**src/rtl/perf_counter_if.sv**
```systemverilog
// perf_counter_if: bundles the write-back event inputs, control pulses and
// display-facing results of perf_counter into one port.
interface perf_counter_if #(
    parameter int unsigned WIDTH = 32
);
    logic             go;
    logic             clr;
    logic             wb_valid;
    logic             wb_is_jump;
    logic             wb_is_branch;
    logic             wb_branch_taken;
    logic             wb_syscall34;
    logic             wb_halt;
    logic [WIDTH-1:0] syscall_a0;

    logic [WIDTH-1:0] total_cycles;
    logic [WIDTH-1:0] uncondi_branch_num;
    logic [WIDTH-1:0] condi_branch_num;
    logic [WIDTH-1:0] led_data_out;
    logic             led_cpu_enable;
    logic             running;
    logic             halted;

    // Pipeline / controller side.
    modport master (
        output go, clr, wb_valid, wb_is_jump, wb_is_branch, wb_branch_taken,
               wb_syscall34, wb_halt, syscall_a0,
        input  total_cycles, uncondi_branch_num, condi_branch_num,
               led_data_out, led_cpu_enable, running, halted
    );

    // Counter block side.
    modport slave (
        input  go, clr, wb_valid, wb_is_jump, wb_is_branch, wb_branch_taken,
               wb_syscall34, wb_halt, syscall_a0,
        output total_cycles, uncondi_branch_num, condi_branch_num,
               led_data_out, led_cpu_enable, running, halted
    );
endinterface

```
**src/rtl/perf_counter.sv**
```systemverilog
// perf_counter: run-cycle / jump / taken-branch counters, syscall-34 LED latch
// and IDLE/RUN/HALTED status feeding the seven-segment display driver.
// Optional feature: define PERF_SATURATE_EN to make counters stick at COUNT_MAX
// instead of wrapping modulo 2^WIDTH.
module perf_counter #(
    parameter int unsigned      WIDTH     = 32,
    parameter logic [WIDTH-1:0] COUNT_MAX = WIDTH'(32'd99_999_999)
) (
    input  logic          clk,
    input  logic          rst_n,
    perf_counter_if.slave bus
);

`ifdef PERF_SATURATE_EN
    localparam bit SAT_EN = 1'b1;
`else
    localparam bit SAT_EN = 1'b0;
`endif

    localparam logic [1:0] ST_IDLE   = 2'd0;
    localparam logic [1:0] ST_RUN    = 2'd1;
    localparam logic [1:0] ST_HALTED = 2'd2;

    logic [1:0]       state_q, state_d;
    logic [WIDTH-1:0] total_cycles_q, total_cycles_d;
    logic [WIDTH-1:0] uncondi_q, uncondi_d;
    logic [WIDTH-1:0] condi_q, condi_d;
    logic [WIDTH-1:0] led_data_q, led_data_d;
    logic             led_en_q, led_en_d;
    logic             running_q, running_d;
    logic             halted_q, halted_d;

    // Counter increment: wraps by default, holds at COUNT_MAX when saturating.
    function automatic logic [WIDTH-1:0] bump(input logic [WIDTH-1:0] v);
        if (SAT_EN && (v == COUNT_MAX)) begin
            return v;
        end
        return v + WIDTH'(1);
    endfunction

    // Next-state and next-counter logic; clr overrides everything.
    always_comb begin
        state_d        = state_q;
        total_cycles_d = total_cycles_q;
        uncondi_d      = uncondi_q;
        condi_d        = condi_q;
        led_data_d     = led_data_q;
        led_en_d       = led_en_q;

        if (bus.clr) begin
            state_d        = ST_IDLE;
            total_cycles_d = '0;
            uncondi_d      = '0;
            condi_d        = '0;
            led_data_d     = '0;
            led_en_d       = 1'b0;
        end else begin
            case (state_q)
                ST_IDLE: begin
                    if (bus.go) begin
                        state_d = ST_RUN;
                    end
                end
                ST_RUN: begin
                    total_cycles_d = bump(total_cycles_q);
                    if (bus.wb_valid && bus.wb_halt) begin
                        state_d = ST_HALTED;
                    end else begin
                        if (bus.wb_valid && bus.wb_is_jump) begin
                            uncondi_d = bump(uncondi_q);
                        end else if (bus.wb_valid && bus.wb_is_branch && bus.wb_branch_taken) begin
                            condi_d = bump(condi_q);
                        end
                        if (bus.wb_valid && bus.wb_syscall34) begin
                            led_data_d = bus.syscall_a0;
                            led_en_d   = 1'b1;
                        end
                    end
                end
                ST_HALTED: begin
                    if (bus.go) begin
                        state_d = ST_RUN;
                    end
                end
                default: begin
                    state_d = ST_IDLE;
                end
            endcase
        end

        running_d = (state_d == ST_RUN);
        halted_d  = (state_d == ST_HALTED);
    end

    // State and output registers with synchronous active-low reset.
    always_ff @(posedge clk) begin
        if (!rst_n) begin
            state_q        <= ST_IDLE;
            total_cycles_q <= '0;
            uncondi_q      <= '0;
            condi_q        <= '0;
            led_data_q     <= '0;
            led_en_q       <= 1'b0;
            running_q      <= 1'b0;
            halted_q       <= 1'b0;
        end else begin
            state_q        <= state_d;
            total_cycles_q <= total_cycles_d;
            uncondi_q      <= uncondi_d;
            condi_q        <= condi_d;
            led_data_q     <= led_data_d;
            led_en_q       <= led_en_d;
            running_q      <= running_d;
            halted_q       <= halted_d;
        end
    end

    assign bus.total_cycles       = total_cycles_q;
    assign bus.uncondi_branch_num = uncondi_q;
    assign bus.condi_branch_num   = condi_q;
    assign bus.led_data_out       = led_data_q;
    assign bus.led_cpu_enable     = led_en_q;
    assign bus.running            = running_q;
    assign bus.halted             = halted_q;

endmodule
```
**src/flat_wrapper.sv**
```systemverilog
// flat-port wrapper written by rule: the top's interface ports become plain ports
module perf_counter_flat 
#(
    parameter int unsigned      WIDTH     = 32,
    parameter logic [WIDTH-1:0] COUNT_MAX = WIDTH'(32'd99_999_999)
)
  (clk, rst_n, bus_go, bus_clr, bus_wb_valid, bus_wb_is_jump, bus_wb_is_branch, bus_wb_branch_taken, bus_wb_syscall34, bus_wb_halt, bus_syscall_a0, bus_total_cycles, bus_uncondi_branch_num, bus_condi_branch_num, bus_led_data_out, bus_led_cpu_enable, bus_running, bus_halted);
  perf_counter_if #(.WIDTH(WIDTH)) bus_i ();
  input  logic clk;
  input  logic rst_n;
  input wire logic [$bits(bus_i.go)-1:0] bus_go;
  input wire logic [$bits(bus_i.clr)-1:0] bus_clr;
  input wire logic [$bits(bus_i.wb_valid)-1:0] bus_wb_valid;
  input wire logic [$bits(bus_i.wb_is_jump)-1:0] bus_wb_is_jump;
  input wire logic [$bits(bus_i.wb_is_branch)-1:0] bus_wb_is_branch;
  input wire logic [$bits(bus_i.wb_branch_taken)-1:0] bus_wb_branch_taken;
  input wire logic [$bits(bus_i.wb_syscall34)-1:0] bus_wb_syscall34;
  input wire logic [$bits(bus_i.wb_halt)-1:0] bus_wb_halt;
  input wire logic [$bits(bus_i.syscall_a0)-1:0] bus_syscall_a0;
  output wire logic [$bits(bus_i.total_cycles)-1:0] bus_total_cycles;
  output wire logic [$bits(bus_i.uncondi_branch_num)-1:0] bus_uncondi_branch_num;
  output wire logic [$bits(bus_i.condi_branch_num)-1:0] bus_condi_branch_num;
  output wire logic [$bits(bus_i.led_data_out)-1:0] bus_led_data_out;
  output wire logic [$bits(bus_i.led_cpu_enable)-1:0] bus_led_cpu_enable;
  output wire logic [$bits(bus_i.running)-1:0] bus_running;
  output wire logic [$bits(bus_i.halted)-1:0] bus_halted;
  assign bus_i.go = bus_go;
  assign bus_i.clr = bus_clr;
  assign bus_i.wb_valid = bus_wb_valid;
  assign bus_i.wb_is_jump = bus_wb_is_jump;
  assign bus_i.wb_is_branch = bus_wb_is_branch;
  assign bus_i.wb_branch_taken = bus_wb_branch_taken;
  assign bus_i.wb_syscall34 = bus_wb_syscall34;
  assign bus_i.wb_halt = bus_wb_halt;
  assign bus_i.syscall_a0 = bus_syscall_a0;
  assign bus_total_cycles = bus_i.total_cycles;
  assign bus_uncondi_branch_num = bus_i.uncondi_branch_num;
  assign bus_condi_branch_num = bus_i.condi_branch_num;
  assign bus_led_data_out = bus_i.led_data_out;
  assign bus_led_cpu_enable = bus_i.led_cpu_enable;
  assign bus_running = bus_i.running;
  assign bus_halted = bus_i.halted;
  perf_counter #(.WIDTH(WIDTH), .COUNT_MAX(COUNT_MAX)) u_core (.clk(clk), .rst_n(rst_n), .bus(bus_i));
endmodule
```
**config.mk**
```make
export PLATFORM = sky130hd
export DESIGN_NAME = perf_counter_flat
export DESIGN_NICKNAME = d
export VERILOG_FILES = /design/src/rtl/perf_counter_if.sv /design/src/rtl/perf_counter.sv /design/src/flat_wrapper.sv
export SDC_FILE = /design/constraint.sdc
export NUM_CORES = 1
export LEC_CHECK = 0
export CAP_MARGIN = 10
export CORE_MARGIN = 2
export CORE_UTILIZATION = 30
export CTS_BUF_LIST = sky130_fd_sc_hd__clkbuf_2 sky130_fd_sc_hd__clkbuf_4 sky130_fd_sc_hd__clkbuf_8
export DETAILED_ROUTE_END_ITERATION = 16
export PLACE_DENSITY_LB_ADDON = 0.15
export SYNTH_ARGS = -nofsm -noshare
export SYNTH_HDL_FRONTEND = slang
export SYNTH_SLANG_ARGS = --single-unit
```
**constraint.sdc**
```tcl
create_clock -name clk -period 3.25 [get_ports clk]
set_clock_uncertainty 0.15 [all_clocks]
set_input_delay 0.4875 -clock clk [delete_from_list [all_inputs] [get_ports clk]]
set_output_delay 0.4875 -clock clk [all_outputs]
set_load 0.01 [all_outputs]
```
==> results of run 1 <==
power by group through the flow:
| stage | Clock [W] | Sequential, W | Combinational [W] |
|---|---|---|---|
| after floorplan | 0 | 0.00167 | 0.0000393 |
| after global placement | 0 | 0.00167 | 0.000112 |
| after detailed placement | 0 | 0.00167 | 0.000114 |
| after CTS | 0.00159 | 0.00163 | 0.000114 |
| after global routing | 0.00166 | 0.00163 | 0.000122 |
| final | 0.00154 | 0.00163 | 0.000113 |
cells by family after synthesis:
family / synth area share
compound gates: 0.06625
flops: 0.4715
simple gates: 0.3089
xor+xnor: 0.1179
buf+inv: 0.02703
fa+ha+maj: 0.006648
mux: 0.001773
sequential cells by signal, indices dropped and copies added (netlist names):
register / cells
u_core.bus.condi_branch_num: 32
u_core.bus.halted: 1
u_core.bus.led_cpu_enable: 1
u_core.bus.led_data_out: 32
u_core.bus.running: 1
u_core.bus.total_cycles: 32
u_core.bus.uncondi_branch_num: 32
u_core.state_q: 2
synthesized netlist by cell type:
cell | count | share of area
sky130_fd_sc_hd__xnor2_1 | 31 | 0.048
sky130_fd_sc_hd__buf_1 | 4 | 0.0027
sky130_fd_sc_hd__nor4bb_1 | 1 | 0.0018
sky130_fd_sc_hd__ha_1 | 3 | 0.0066
sky130_fd_sc_hd__or2_2 | 1 | 0.0011
sky130_fd_sc_hd__a21oi_1 | 49 | 0.043
sky130_fd_sc_hd__nand3_1 | 33 | 0.029
sky130_fd_sc_hd__nor3_2 | 1 | 0.0018
sky130_fd_sc_hd__dfxtp_1 | 133 | 0.47
sky130_fd_sc_hd__o211ai_1 | 2 | 0.0027
sky130_fd_sc_hd__a31oi_1 | 2 | 0.0022
sky130_fd_sc_hd__nand4bb_4 | 1 | 0.0049
sky130_fd_sc_hd__or3_1 | 6 | 0.0066
sky130_fd_sc_hd__buf_2 | 5 | 0.0044
sky130_fd_sc_hd__nor2b_1 | 3 | 0.0033
sky130_fd_sc_hd__nor2_1 | 96 | 0.064
sky130_fd_sc_hd__nor3_1 | 9 | 0.0080
sky130_fd_sc_hd__inv_1 | 5 | 0.0033
sky130_fd_sc_hd__nand4_1 | 28 | 0.031
sky130_fd_sc_hd__or4_1 | 8 | 0.011
sky130_fd_sc_hd__nand3b_4 | 1 | 0.0035
sky130_fd_sc_hd__and4_1 | 16 | 0.025
sky130_fd_sc_hd__and2_1 | 8 | 0.0089
sky130_fd_sc_hd__nor4_1 | 9 | 0.010
sky130_fd_sc_hd__o31ai_1 | 4 | 0.0053
sky130_fd_sc_hd__a41o_1 | 1 | 0.0018
sky130_fd_sc_hd__a31o_2 | 3 | 0.0047
sky130_fd_sc_hd__nand2_1 | 106 | 0.070
sky130_fd_sc_hd__nand3b_1 | 1 | 0.0013
sky130_fd_sc_hd__nand4b_1 | 2 | 0.0031
sky130_fd_sc_hd__nand2b_1 | 1 | 0.0011
sky130_fd_sc_hd__o21ai_0 | 7 | 0.0062
sky130_fd_sc_hd__xor2_1 | 45 | 0.070
sky130_fd_sc_hd__clkbuf_1 | 25 | 0.017
sky130_fd_sc_hd__and3_1 | 20 | 0.022
sky130_fd_sc_hd__mux2i_1 | 1 | 0.0018
sky130_fd_sc_hd__nor3b_1 | 1 | 0.0013
layout by cell type (no fill, tap or decap), types with 2 or more instances in the layout:
cell type                         synthesis  layout
sky130_fd_sc_hd__o211ai_1                 2       2
sky130_fd_sc_hd__xor2_1                  45      45
sky130_fd_sc_hd__and4_1                  16      16
sky130_fd_sc_hd__a31oi_1                  2       2
sky130_fd_sc_hd__clkbuf_8                 0      17
sky130_fd_sc_hd__a31o_2                   3       3
sky130_fd_sc_hd__xnor2_1                 31      31
sky130_fd_sc_hd__nand4_1                 28      28
sky130_fd_sc_hd__clkdlybuf4s50_1          0     172
sky130_fd_sc_hd__a21oi_1                 49      49
sky130_fd_sc_hd__or4_1                    8       8
sky130_fd_sc_hd__nor4_1                   9       9
sky130_fd_sc_hd__and3_1                  20      20
sky130_fd_sc_hd__or3_1                    6       6
sky130_fd_sc_hd__nand4b_1                 2       2
sky130_fd_sc_hd__o31ai_1                  4       4
sky130_fd_sc_hd__nor3_1                   9       9
sky130_fd_sc_hd__clkinvlp_4               0       3
sky130_fd_sc_hd__nor2b_1                  3       3
sky130_fd_sc_hd__buf_4                    0       9
sky130_fd_sc_hd__nand3_1                 33      33
sky130_fd_sc_hd__ha_1                     3       3
sky130_fd_sc_hd__inv_6                    0       3
sky130_fd_sc_hd__nand2_1                106     106
sky130_fd_sc_hd__o21ai_0                  7       7
sky130_fd_sc_hd__clkinv_4                 0       3
sky130_fd_sc_hd__nor2_1                  96      96
sky130_fd_sc_hd__and2_1                   8       8
sky130_fd_sc_hd__inv_1                    5       5
sky130_fd_sc_hd__bufinv_16                0       4
sky130_fd_sc_hd__dfxtp_1                133     133
path summary, 6_finish.rpt:
kind,slack (ps),from,end,depth (start not counted)
setup / recovery,790,u_core.bus.condi_branch_num[3],u_core.bus.condi_branch_num[28],5
hold / removal,310,u_core.bus.led_data_out[1],u_core.bus.led_data_out[1],2
setup reg to reg,790,u_core.bus.condi_branch_num[3],u_core.bus.condi_branch_num[28],5
hold reg to reg,310,u_core.bus.led_data_out[1],u_core.bus.led_data_out[1],2
per-layer routing:
metal | vias up | share of wire | global-route usage
met2 | 122 | 0.48 | 0.2690
met1 | 2490 | 0.45 | 0.1964
met3 | 28 | 0.044 | 0.04008
met5 | - | 0 | 0
met4 | 0 | 0.029 | 0.07684
li1 | 2632 | - | -
metrics by stage:
stage | hold slack (ps) | utilization | setup slack, ps | std cells
global route | 326.3 | 0.4339 | 588.1 | 1085
global placement | 291.5 | 0.4106 | 371.4 | 1054
finish | 306.0 | 0.4339 | 788.5 | 1085
detailed placement | 296.3 | 0.4106 | 368.1 | 1054
CTS | 307.6 | 0.4339 | 767.8 | 1085
floorplan | 330.5 | - | 910.7 | 672
area by class of cell:
class	instances	area [µm²]	area share
Clock buffer	17	234.0	0.02902
Clock inverter	14	200.2	0.02483
Inverter	5	18.77	0.002328
Multi-Input combinational cell	500	2845	0.3529
Sequential cell	133	2663	0.3302
Tap cell	234	292.8	0.03631
Timing Repair Buffer	182	1809	0.2244
worst max-delay path, delay by kind of cell, from the launching register on:
kind,cells,cell delay (ps)
flops,1,470
simple gates,4,1640
compound gates,1,150
==> run summary, run 1 <==
Yosys
- Netlist Area Pre-Place: 0.005647 mm²
- mean instance size in the synthesized netlist: 8.403 µm²
- syn nets: 717
- gate count after technology mapping: 672
- sequential fraction of the synthesis area: 0.4715
- Synthesis Warnings: 0
- number of flip-flops and latches in the synthesized netlist: 133
- Distinct cells, synth: 37

Clocking
- Resize count post-CTS: 0
- Bufs on Longest Clock Path: 2
- Setup Fix Bufs, Post-CTS: 0
- number of CTS-inserted buffers: 17
- CTS root buf: sky130_fd_sc_hd__clkbuf_8
- TritonCTS clock tree: done
- clock network latency to the later pin of the worst-skew pair: 450 ps
- depth of the CTS H-tree: 4
- total clock sinks: 133
- total of hold buffers inserted after clock tree synthesis: 0
- Clk pin slew, worst setup/hold paths: 90 ps

Worst setup path
- crit-path max FO: 11
- critical path arrival: 2700 ps
- startpoint class of the critical path: register
- data required time of the worst path: 3490 ps
- cell type of the slowest stage on the worst timing path: sky130_fd_sc_hd__or4_1
- kind of end point of the critical path: register
- CP max stage delay: 580 ps
- Top cell by count, worst path: sky130_fd_sc_hd__and4_1
- CP cell instances: and4_1, and4_1, nand3_1, or4_1, a21oi_1
- category of the critical setup timing path: reg2reg

STA
- final setup fails: 0
- summed negative setup slack over all endpoints: 0 ps
- actual transition at the worst max-transition pin: 948.6 ps
- setup repair after global routing missed its margin: no
- Fmax: 0.4063 GHz
- Tcrit/Tclk final: 0.7574
- Fin. Hold Viols: 0
- number of max-slew violations in the final report: 0
- Final Critical Period: 2462 ps
- slew margin rel.: 0.3627

Place
- final HPWL from detailed placement: 11.58 mm
- Port-buffer cells: 172
- area after detailed placement: 0.007629 mm²
- placer congestion estimate: 0.7742

Floorplan
- Die Y: 141.2 µm
- number of top-level design ports: 173
- Rows: 50
- area of the core region: 0.01858 mm²
- initial standard-cell utilization of the core: 0.3039
- Horiz. Die Dim: 141.2 µm
- floorplan die area: 0.01994 mm²

Pwr
- post-layout power: 0.003286 W
- Net Switching: 0.0007551 W
- VDD IR-drop max: 0.2375 mV
- LEAKAGE: 2.638 nW
- fraction of power spent switching nets: 0.2298
- Clk network pwr share: 0.468
- sequential power share: 0.497
- share of power burned in combinational logic: 0.034
- internal power: 0.002531 W
- power density over cell area: 407.5 mW/mm²

Hold path
- Worst Hold Class: reg2reg

Run
- max-capacitance violation count: 0

Global routing
- via count of the first global-routing pass: 5131
- global-route wire length before repair: 25.81 mm
- sum of overflow across all layers after global routing: 0
- Total Routing Usage GR: 0.1618
- pin count of the biggest net entering global routing: 55
- initial antenna violation count: 0

Routing
- residual antenna-violating net count after detailed routing: 0
- via count normalized by instance count: 4.859
- routed vias: 5272
- DRT iter0 DRCs: 257
- first-pass iteration count of the detailed router: 4
- Remaining DRCs: 0
- post-detailed-routing wire length: 16.26 mm
- detailed-route wire length per cell: 14.99 µm

Finish
- Net count, final: 884
- number of inserted diodes: 0
- total non-filler cell area in the finished layout: 0.008063 mm²
- fill cell count: 1803
- Syn-to-layout area delta: 42.79%
- fraction of final layout cells sized beyond drive strength 1: 0.05875

Run status
- status: finished, final reports clean

(Power assumes the default switching activity.)
==> inputs of run 2 (changes only) <==
Clock period 3.25 ns to 2.1 ns, I/O delays scaled along.
==> run summary, run 2 (synthesis gave the netlist of run 1 again) <==
Run status
- status: finished, final reports clean

Floorplan
- Rows: 50
- Die Y: 141.2 µm
- floorplan die area: 0.01994 mm²
- number of top-level design ports: 173
- Horiz. Die Dim: 141.2 µm
- initial standard-cell utilization of the core: 0.3039
- area of the core region: 0.01858 mm²

Finish
- Syn-to-layout area delta: 50.96%
- area of combinational cells with multiple inputs: 0.002893 mm²
- Net count, final: 932
- fraction of final layout cells sized beyond drive strength 1: 0.1211
- sequential standard cell area: 0.002666 mm²
- fill cell count: 1804
- commonest cells after routing, fill and taps aside: sky130_fd_sc_hd__clkdlybuf4s50_1, sky130_fd_sc_hd__dfxtp_1, sky130_fd_sc_hd__nand2_1
- most common cell after layout, fill and taps aside: sky130_fd_sc_hd__clkdlybuf4s50_1
- number of inserted diodes: 0

Worst setup path
- data required time of the worst path: 2280 ps
- critical path depth: 9
- crit-path max FO: 6
- critical path arrival: 2210 ps
- worst path bufs/invs: 4
- kind of end point of the critical path: register
- dominant delay contributor by cell family on the critical path: buffers and inverters
- CP max stage delay: 540 ps
- startpoint class of the critical path: input pin
- Register-to-Register Path Depth: 7
- cell type of the slowest stage on the worst timing path: sky130_fd_sc_hd__clkdlybuf4s50_1
- category of the critical setup timing path: in2reg
- Top cell by count, worst path: sky130_fd_sc_hd__buf_4
- CP cell instances: clkdlybuf4s50_1, buf_4, nor4bb_4, buf_4, nand4_1, nor3_2, buf_4, xnor2_1, nor2_1

Place
- minimum setup slack after placement: -622.9 ps
- placer congestion estimate: 0.7892
- Port-buffer cells: 172
- final HPWL from detailed placement: 11.90 mm

Clocking
- Bufs on Longest Clock Path: 2
- total clock sinks: 133
- number of CTS-inserted buffers: 17
- TritonCTS clock tree: done
- CTS root buf: sky130_fd_sc_hd__clkbuf_8
- clock network latency to the later pin of the worst-skew pair: 440 ps
- total of hold buffers inserted after clock tree synthesis: 0
- Clk pin slew, worst setup/hold paths: 90 ps
- depth of the CTS H-tree: 4

STA
- slack of the critical path: 76.10 ps
- Fmax: 0.4941 GHz
- Tcrit/Tclk final: 0.9638
- Fin. Hold Viols: 0
- slew margin rel.: 0.7171
- number of max-slew violations in the final report: 0
- Final Critical Period: 2024 ps
- setup repair after global routing missed its margin: yes
- final setup fails: 0
- actual transition at the worst max-transition pin: 423.5 ps

Global routing
- global-route wire length before repair: 25.34 mm
- via count of the first global-routing pass: 5137
- sum of overflow across all layers after global routing: 0
- initial antenna violation count: 0
- pin count of the biggest net entering global routing: 63
- Total Routing Usage GR: 0.1583

Routing
- residual antenna-violating net count after detailed routing: 0
- Remaining DRCs: 0
- via count normalized by instance count: 4.814
- detailed-route wire length per cell: 14.43 µm
- post-detailed-routing wire length: 16.37 mm
- first-pass iteration count of the detailed router: 4
- routed vias: 5459
- DRT iter0 DRCs: 265

Hold path
- Worst Hold Class: in2reg
- worst hold path stage count: 3

Pwr
- post-layout power: 0.005081 W
- LEAKAGE: 2.924 nW
- power density over cell area: 596.0 mW/mm²
- VDD IR-drop max: 0.3360 mV

Run
- max-capacitance violation count: 0

run 2: layout make-up:
| type | count | share of cell area |
|---|---|---|
| clock inverter | 15 | 0.02407 |
| multi-input combinational | 500 | 0.3394 |
| clock buffer | 17 | 0.02745 |
| tap | 234 | 0.03435 |
| timing repair buffer | 230 | 0.2598 |
| sequential | 133 | 0.3128 |
| inverter | 5 | 0.002202 |
run 2: worst paths after layout:
check,start,end,slack (ps)
max,bus_wb_valid,u_core.bus.uncondi_branch_num[19],80
min,bus_syscall_a0[28],u_core.bus.led_data_out[28],280
max reg2reg,u_core.state_q[0],u_core.bus.condi_branch_num[26],100
min reg2reg,u_core.bus.led_data_out[9],u_core.bus.led_data_out[9],310
run 2: report_power, final:
group,leakage [nW],total [W],internal [W],switching [W]
clock network,0.213,0.00236,0.00130,0.00106
registers,1.07,0.00253,0.00252,0.00000286
logic,1.64,0.000193,0.000107,0.0000859
total,2.92,0.00508,0.00393,0.00115
run 2: worst min-delay path, stage by stage:
cell and delay, ps:
sky130_fd_sc_hd__clkdlybuf4s50_1 400, sky130_fd_sc_hd__nand2_1 50, sky130_fd_sc_hd__a21oi_1 50
run 2: repair_timing:
action,CTS,global route
endpoints found under the setup margin,26,23
pin swaps,1,4
resized for setup,4,11
buffers inserted,0,3
run 2: routing by layer:
layer	share of wire	vias to the layer above	GRT usage	wire length, µm
met2	0.49	123	0.2644	8048
met1	0.44	2589	0.1934	7200
li1	-	2723	-	-
met4	0.024	0	0.06368	390
met5	0	-	0	0
met3	0.045	24	0.04314	729
run 2: through the flow:
stage / cell area [µm²] / util / hold slack, ps / setup TNS, ps / std cells
floorplan: 5649 / - / 301.0 / -32.16 / 672
global placement: 8004 / 0.4308 / 291.6 / -32240 / 1099
detailed placement: 8004 / 0.4308 / 296.1 / -34760 / 1099
CTS: 8463 / 0.4555 / 244.1 / 0 / 1131
global route: 8524 / 0.4588 / 250.6 / -35.33 / 1134
finish: 8524 / 0.4588 / 278.4 / 0 / 1134
